`src/rtl/regfile_mp.sv`:
```
// Dual-write / dual-read register file with a pending scoreboard and a post-reset clear sweep.
// Optional same-cycle write-to-read forwarding is enabled by defining REGFILE_BYPASS_EN.
module regfile_mp #(
    parameter int unsigned DATA_W   = 32,
    parameter int unsigned ADDR_W   = 5,
    parameter int unsigned ZERO_REG = 1
) (
    input  logic              clk,
    input  logic              rst,
    output logic              init_busy,
    input  logic              we0,
    input  logic [ADDR_W-1:0] waddr0,
    input  logic [DATA_W-1:0] wdata0,
    input  logic              we1,
    input  logic [ADDR_W-1:0] waddr1,
    input  logic [DATA_W-1:0] wdata1,
    input  logic              re1,
    input  logic [ADDR_W-1:0] raddr1,
    output logic [DATA_W-1:0] rdata1,
    output logic              rd1_pending,
    input  logic              re2,
    input  logic [ADDR_W-1:0] raddr2,
    output logic [DATA_W-1:0] rdata2,
    output logic              rd2_pending,
    input  logic              iss_valid,
    input  logic [ADDR_W-1:0] iss_addr,
    input  logic [ADDR_W-1:0] debug_addr,
    output logic [DATA_W-1:0] debug_data
);

    localparam int unsigned NUM_REGS = 2 ** ADDR_W;
    localparam bit          ZERO_HW  = (ZERO_REG != 0);

    typedef enum logic {
        INIT,
        READY
    } state_t;

    state_t              state;
    logic [ADDR_W-1:0]   cnt;
    logic [NUM_REGS-1:0] pending;
    logic [NUM_REGS-1:0] pending_nxt;
    logic [DATA_W-1:0]   regs [NUM_REGS];

    logic ready_now;
    logic sweep_we;
    logic acc0;
    logic acc1;
    logic iss_acc;

    assign init_busy = (state == INIT) || rst;
    assign ready_now = (state == READY) && !rst;
    assign sweep_we  = (state == INIT) && !rst;

    assign acc0    = ready_now && we0 && !(ZERO_HW && (waddr0 == '0));
    assign acc1    = ready_now && we1 && !(ZERO_HW && (waddr1 == '0));
    assign iss_acc = ready_now && iss_valid && !(ZERO_HW && (iss_addr == '0));

    // Clears first, then the issue set, so a new producer wins over a retiring one.
    always_comb begin
        pending_nxt = pending;
        if (acc0)
            pending_nxt[waddr0] = 1'b0;
        if (acc1)
            pending_nxt[waddr1] = 1'b0;
        if (iss_acc)
            pending_nxt[iss_addr] = 1'b1;
    end

    always_ff @(posedge clk) begin
        if (rst) begin
            state   <= INIT;
            cnt     <= '0;
            pending <= '0;
        end else begin
            case (state)
                INIT: begin
                    cnt <= cnt + ADDR_W'(1);
                    if (cnt == '1)
                        state <= READY;
                end
                READY: begin
                    pending <= pending_nxt;
                end
                default: begin
                    state <= INIT;
                    cnt   <= '0;
                end
            endcase
        end
    end

    // Storage has no reset; the sweep is its only initialisation. Port 1 overrides port 0.
    always_ff @(posedge clk) begin
        if (sweep_we) begin
            regs[cnt] <= '0;
        end else begin
            if (acc0)
                regs[waddr0] <= wdata0;
            if (acc1)
                regs[waddr1] <= wdata1;
        end
    end

    always_comb begin
        rdata1      = '0;
        rd1_pending = 1'b0;
        if (!init_busy && re1 && !(ZERO_HW && (raddr1 == '0))) begin
`ifdef REGFILE_BYPASS_EN
            if (acc1 && (waddr1 == raddr1)) begin
                rdata1 = wdata1;
            end else if (acc0 && (waddr0 == raddr1)) begin
                rdata1 = wdata0;
            end else begin
                rdata1      = regs[raddr1];
                rd1_pending = pending[raddr1];
            end
`else
            rdata1      = regs[raddr1];
            rd1_pending = pending[raddr1];
`endif
        end
    end

    always_comb begin
        rdata2      = '0;
        rd2_pending = 1'b0;
        if (!init_busy && re2 && !(ZERO_HW && (raddr2 == '0))) begin
`ifdef REGFILE_BYPASS_EN
            if (acc1 && (waddr1 == raddr2)) begin
                rdata2 = wdata1;
            end else if (acc0 && (waddr0 == raddr2)) begin
                rdata2 = wdata0;
            end else begin
                rdata2      = regs[raddr2];
                rd2_pending = pending[raddr2];
            end
`else
            rdata2      = regs[raddr2];
            rd2_pending = pending[raddr2];
`endif
        end
    end

    assign debug_data = regs[debug_addr];

endmodule

```
`config.mk`:
```
export PLATFORM = sky130hd
export DESIGN_NAME = regfile_mp
export DESIGN_NICKNAME = d
export VERILOG_FILES = /design/src/rtl/regfile_mp.sv
export SDC_FILE = /design/constraint.sdc
export NUM_CORES = 2
export LEC_CHECK = 0
export CORE_MARGIN = 2
export CORE_UTILIZATION = 30
export DETAILED_ROUTE_END_ITERATION = 8
export PLACE_DENSITY = 0.51
export SETUP_SLACK_MARGIN = 0.2
export SLEW_MARGIN = 20
export SYNTH_ARGS = -nofsm -noshare
export SYNTH_HDL_FRONTEND = slang
export SYNTH_SLANG_ARGS = --single-unit
```
`constraint.sdc`:
```
create_clock -name clk -period 13.56 [get_ports clk]
set_input_delay 2.712 -clock clk [delete_from_list [all_inputs] [get_ports clk]]
set_output_delay 2.712 -clock clk [all_outputs]
set_load 0.01 [all_outputs]
```
==> results.cfg <==
[grt]
grt_max_degree = 129
grt_pass1_vias = 53600
grt_pass1_wl_um = 451000
antenna_found_initial = 27
track_usage_pct = 27.6
grt_overflow = 0

[power]
p_leak_nw = 23.2
pwr-share-comb_pct = 10.0
vdd_drop_max_v = 0.000112
p_per_area_nw_per_um2 = 101
power_frac_seq_pct = 45.2
p_sw_share_pct = 25.3
p_int_mw = 5.92
p_clk_share_pct = 44.8
power.switching_mw = 2.00

[timing]
setup_tns_ns = 0
finalSetupViolations = 0
slew_viol_final = 0
max_freq_mhz = 103
worst_slew_pin_slew_ns = 1.25
rsz0062_at_grt = false
whs_ns = 0.492
hold_viol = 0
maxSlewHeadroom_pct = 16.5
min_period_ns = 9.66
fin_crit_sh_pct = 71.3
finClkSkew_ns = 0.0271

[clocking]
post-cts-setup-buffers = 0
cts_max_level = 3
postCtsHoldBufs = 0
clk_latency_ns = 0.80
cts_max_path_buffers = 3
cts.clk_slew.worst_paths_ns = 0.06
numCtsBuffers = 118
ctsResizeCount = 0
cts_tree = built
clock_tree.root_cell = clkbuf_16
clock_sinks = 1062

[route]
antenna_left = 0
detail_route.vias_per_cell = 6.32
wl_per_cell_um = 37.5
wl_um = 335000
drtIter0Drc = 8789
drt-pass1-iter-count = 9
drc_errors = 0
dr_total_vias = 56500

[final_layout]
drive_gt1_share_pct = 21.4
syn_to_final_growth_pct = 13.0
nets = 5888
most-common-layout-cells = nand2_1 (1062), edfxtp_1 (1024), o21ai_0 (1011), mux4_2 (622), mux2i_1 (457)
layout_commonest_cell = nand2_1

[floorplanning]
rows = 176
io_pins = 200
start_util_pct = 30.2
die_y_um = 486
die-width_um = 486
dieArea_um2 = 236000
coreArea_um2 = 230000

[placement]
dp_hpwl_um = 197000
io_buffers = 199
gp_congestion = 0.918

[critical_path]
path_delay_family = buffers and inverters
path_cells = clkdlybuf4s50_1 -> buf_4 -> nor2b_1 -> nand2_1 -> nor3_2 -> buf_4 -> nand3_1 -> a31oi_1 -> clkdlybuf4s50_1
critPathLaunchType = input port
endpoint_kind = primary output
path_buf_inv = 4
crit_fanout = 33
critPathSlowestCell = a31oi_1
critical_path_required_ns = 10.85
path_class = input port to primary output
max_stage_delay_ns = 0.89
arrival_ns = 6.95

[yosys]
synthFlopType = edfxtp_1
syn_area_um2 = 69600
yosysUniqueCellTypes = 55
yosys.area.top_type = edfxtp_1
yosysWarnings = 0
syn_inst = 6023
syn_nets = 6126
ys_seq_area_share_pct = 45.3
synth_async_sr_flop_share_pct = 0
synth.area.top_cells = edfxtp_1 (44%), mux4_2 (20%), o21ai_0 (7.3%)
synth-edff-count = 1024
yosys.area.top_type_share_pct = 44.2
syn_area_per_cell_um2 = 11.6
synth_seq_cells = 1062

[flow_run]
drv_cap = 0

[outcome]
status = completed

[hold_path]
hold_class = flip-flop to flip-flop
==> path summary, 6_finish.rpt <==
| kind | cells past startpoint | endpoint | slack (ns) | startpoint |
|---|---|---|---|---|
| worst max-delay path | 9 | rdata1[24] | 3.90 | rst |
| worst min-delay path | 1 | pending[0]$_SDFFE_PP0P_ | 0.49 | pending[0]$_SDFFE_PP0P_ |
| worst max register to register | 8 | regs[14][6]$_DFFE_PP_ | 8.59 | state$_SDFF_PP0_ |
| worst min register to register | 1 | pending[0]$_SDFFE_PP0P_ | 0.49 | pending[0]$_SDFFE_PP0P_ |
==> cell usage after synthesis, drive strengths merged (62+ instances only) <==
| master | instances |
|---|---|
| mux4 | 622 |
| a22oi | 147 |
| clkbuf | 534 |
| buf | 207 |
| nand2b | 70 |
| nand3 | 98 |
| edfxtp | 1024 |
| a21oi | 104 |
| nor2 | 76 |
| nand2 | 1064 |
| mux2 | 151 |
| o22ai | 66 |
| o21ai | 1019 |
| a31oi | 62 |
| mux2i | 457 |
==> layer usage <==
| metal | global-route usage, % | wire [um] | vias to the layer above |
|---|---|---|---|
| met3 | 6.28 | 37900 | 1090 |
| met1 | 33.6 | 118000 | 28300 |
| met5 | 0 | 52 | - |
| li1 | - | - | 22700 |
| met4 | 21.5 | 30000 | 8 |
| met2 | 42.2 | 149000 | 4311 |
==> power groups by stage <==
stage          registers [mW]  logic (mW)  clock network, mW
3_3_place_gp             3.65       0.773                  0
3_5_place_dp             3.65       0.775                  0
4_1_cts                  3.58       0.777               3.56
2_1_floorplan            3.65       0.476                  0
6_report                 3.58       0.793               3.55
5_1_grt                  3.59       0.804               3.67
==> flip-flops by register name, indices dropped and copies added (netlist names) <==
| signal | cells |
|---|---|
| regs | 1024 |
| cnt | 5 |
| pending | 32 |
| state | 1 |
==> area by class of cell <==
class / count / area, um2
clock inverters: 79 / 912
multi-input cells: 4179 / 35500
flip-flops and latches: 1062 / 31500
diodes: 21 / 52.6
inverters: 41 / 154
repair buffers: 383 / 3540
well taps: 3026 / 3790
fillers: 22400 / 152000
clock buffers: 143 / 3230
==> per-stage QoR <==
stage / worst slack [ns] / area (um2) / cells / utilization (%) / power [mW]
2_1_floorplan: 6.34 / 69600 / 6023 / - / 4.12
3_3_place_gp: 4.10 / 74400 / 8683 / 32.3 / 4.43
3_5_place_dp: 4.05 / 74500 / 8689 / 32.3 / 4.43
4_1_cts: 4.04 / 78600 / 8911 / 34.1 / 7.92
5_1_grt: 3.96 / 78700 / 8925 / 34.2 / 8.06
6_report: 3.90 / 78700 / 8934 / 34.2 / 7.93
==> cell families (layout without fill, tap and decap cells) <==
| logic type | count (synthesis) | in the layout | synth area share [%] |
|---|---|---|---|
| compound gates | 1512 | 1512 | 12.2 |
| simple gates | 1432 | 1432 | 8.62 |
| mux | 1230 | 1230 | 29.1 |
| flops | 1062 | 1062 | 45.3 |
| buf+inv | 782 | 646 | 4.70 |
| xor+xnor | 3 | 3 | 0.0378 |
| fa+ha+maj | 2 | 2 | 0.0359 |
| other cells | 0 | 21 | 0 |
Note: power is estimated with default switching activity, not from simulation.
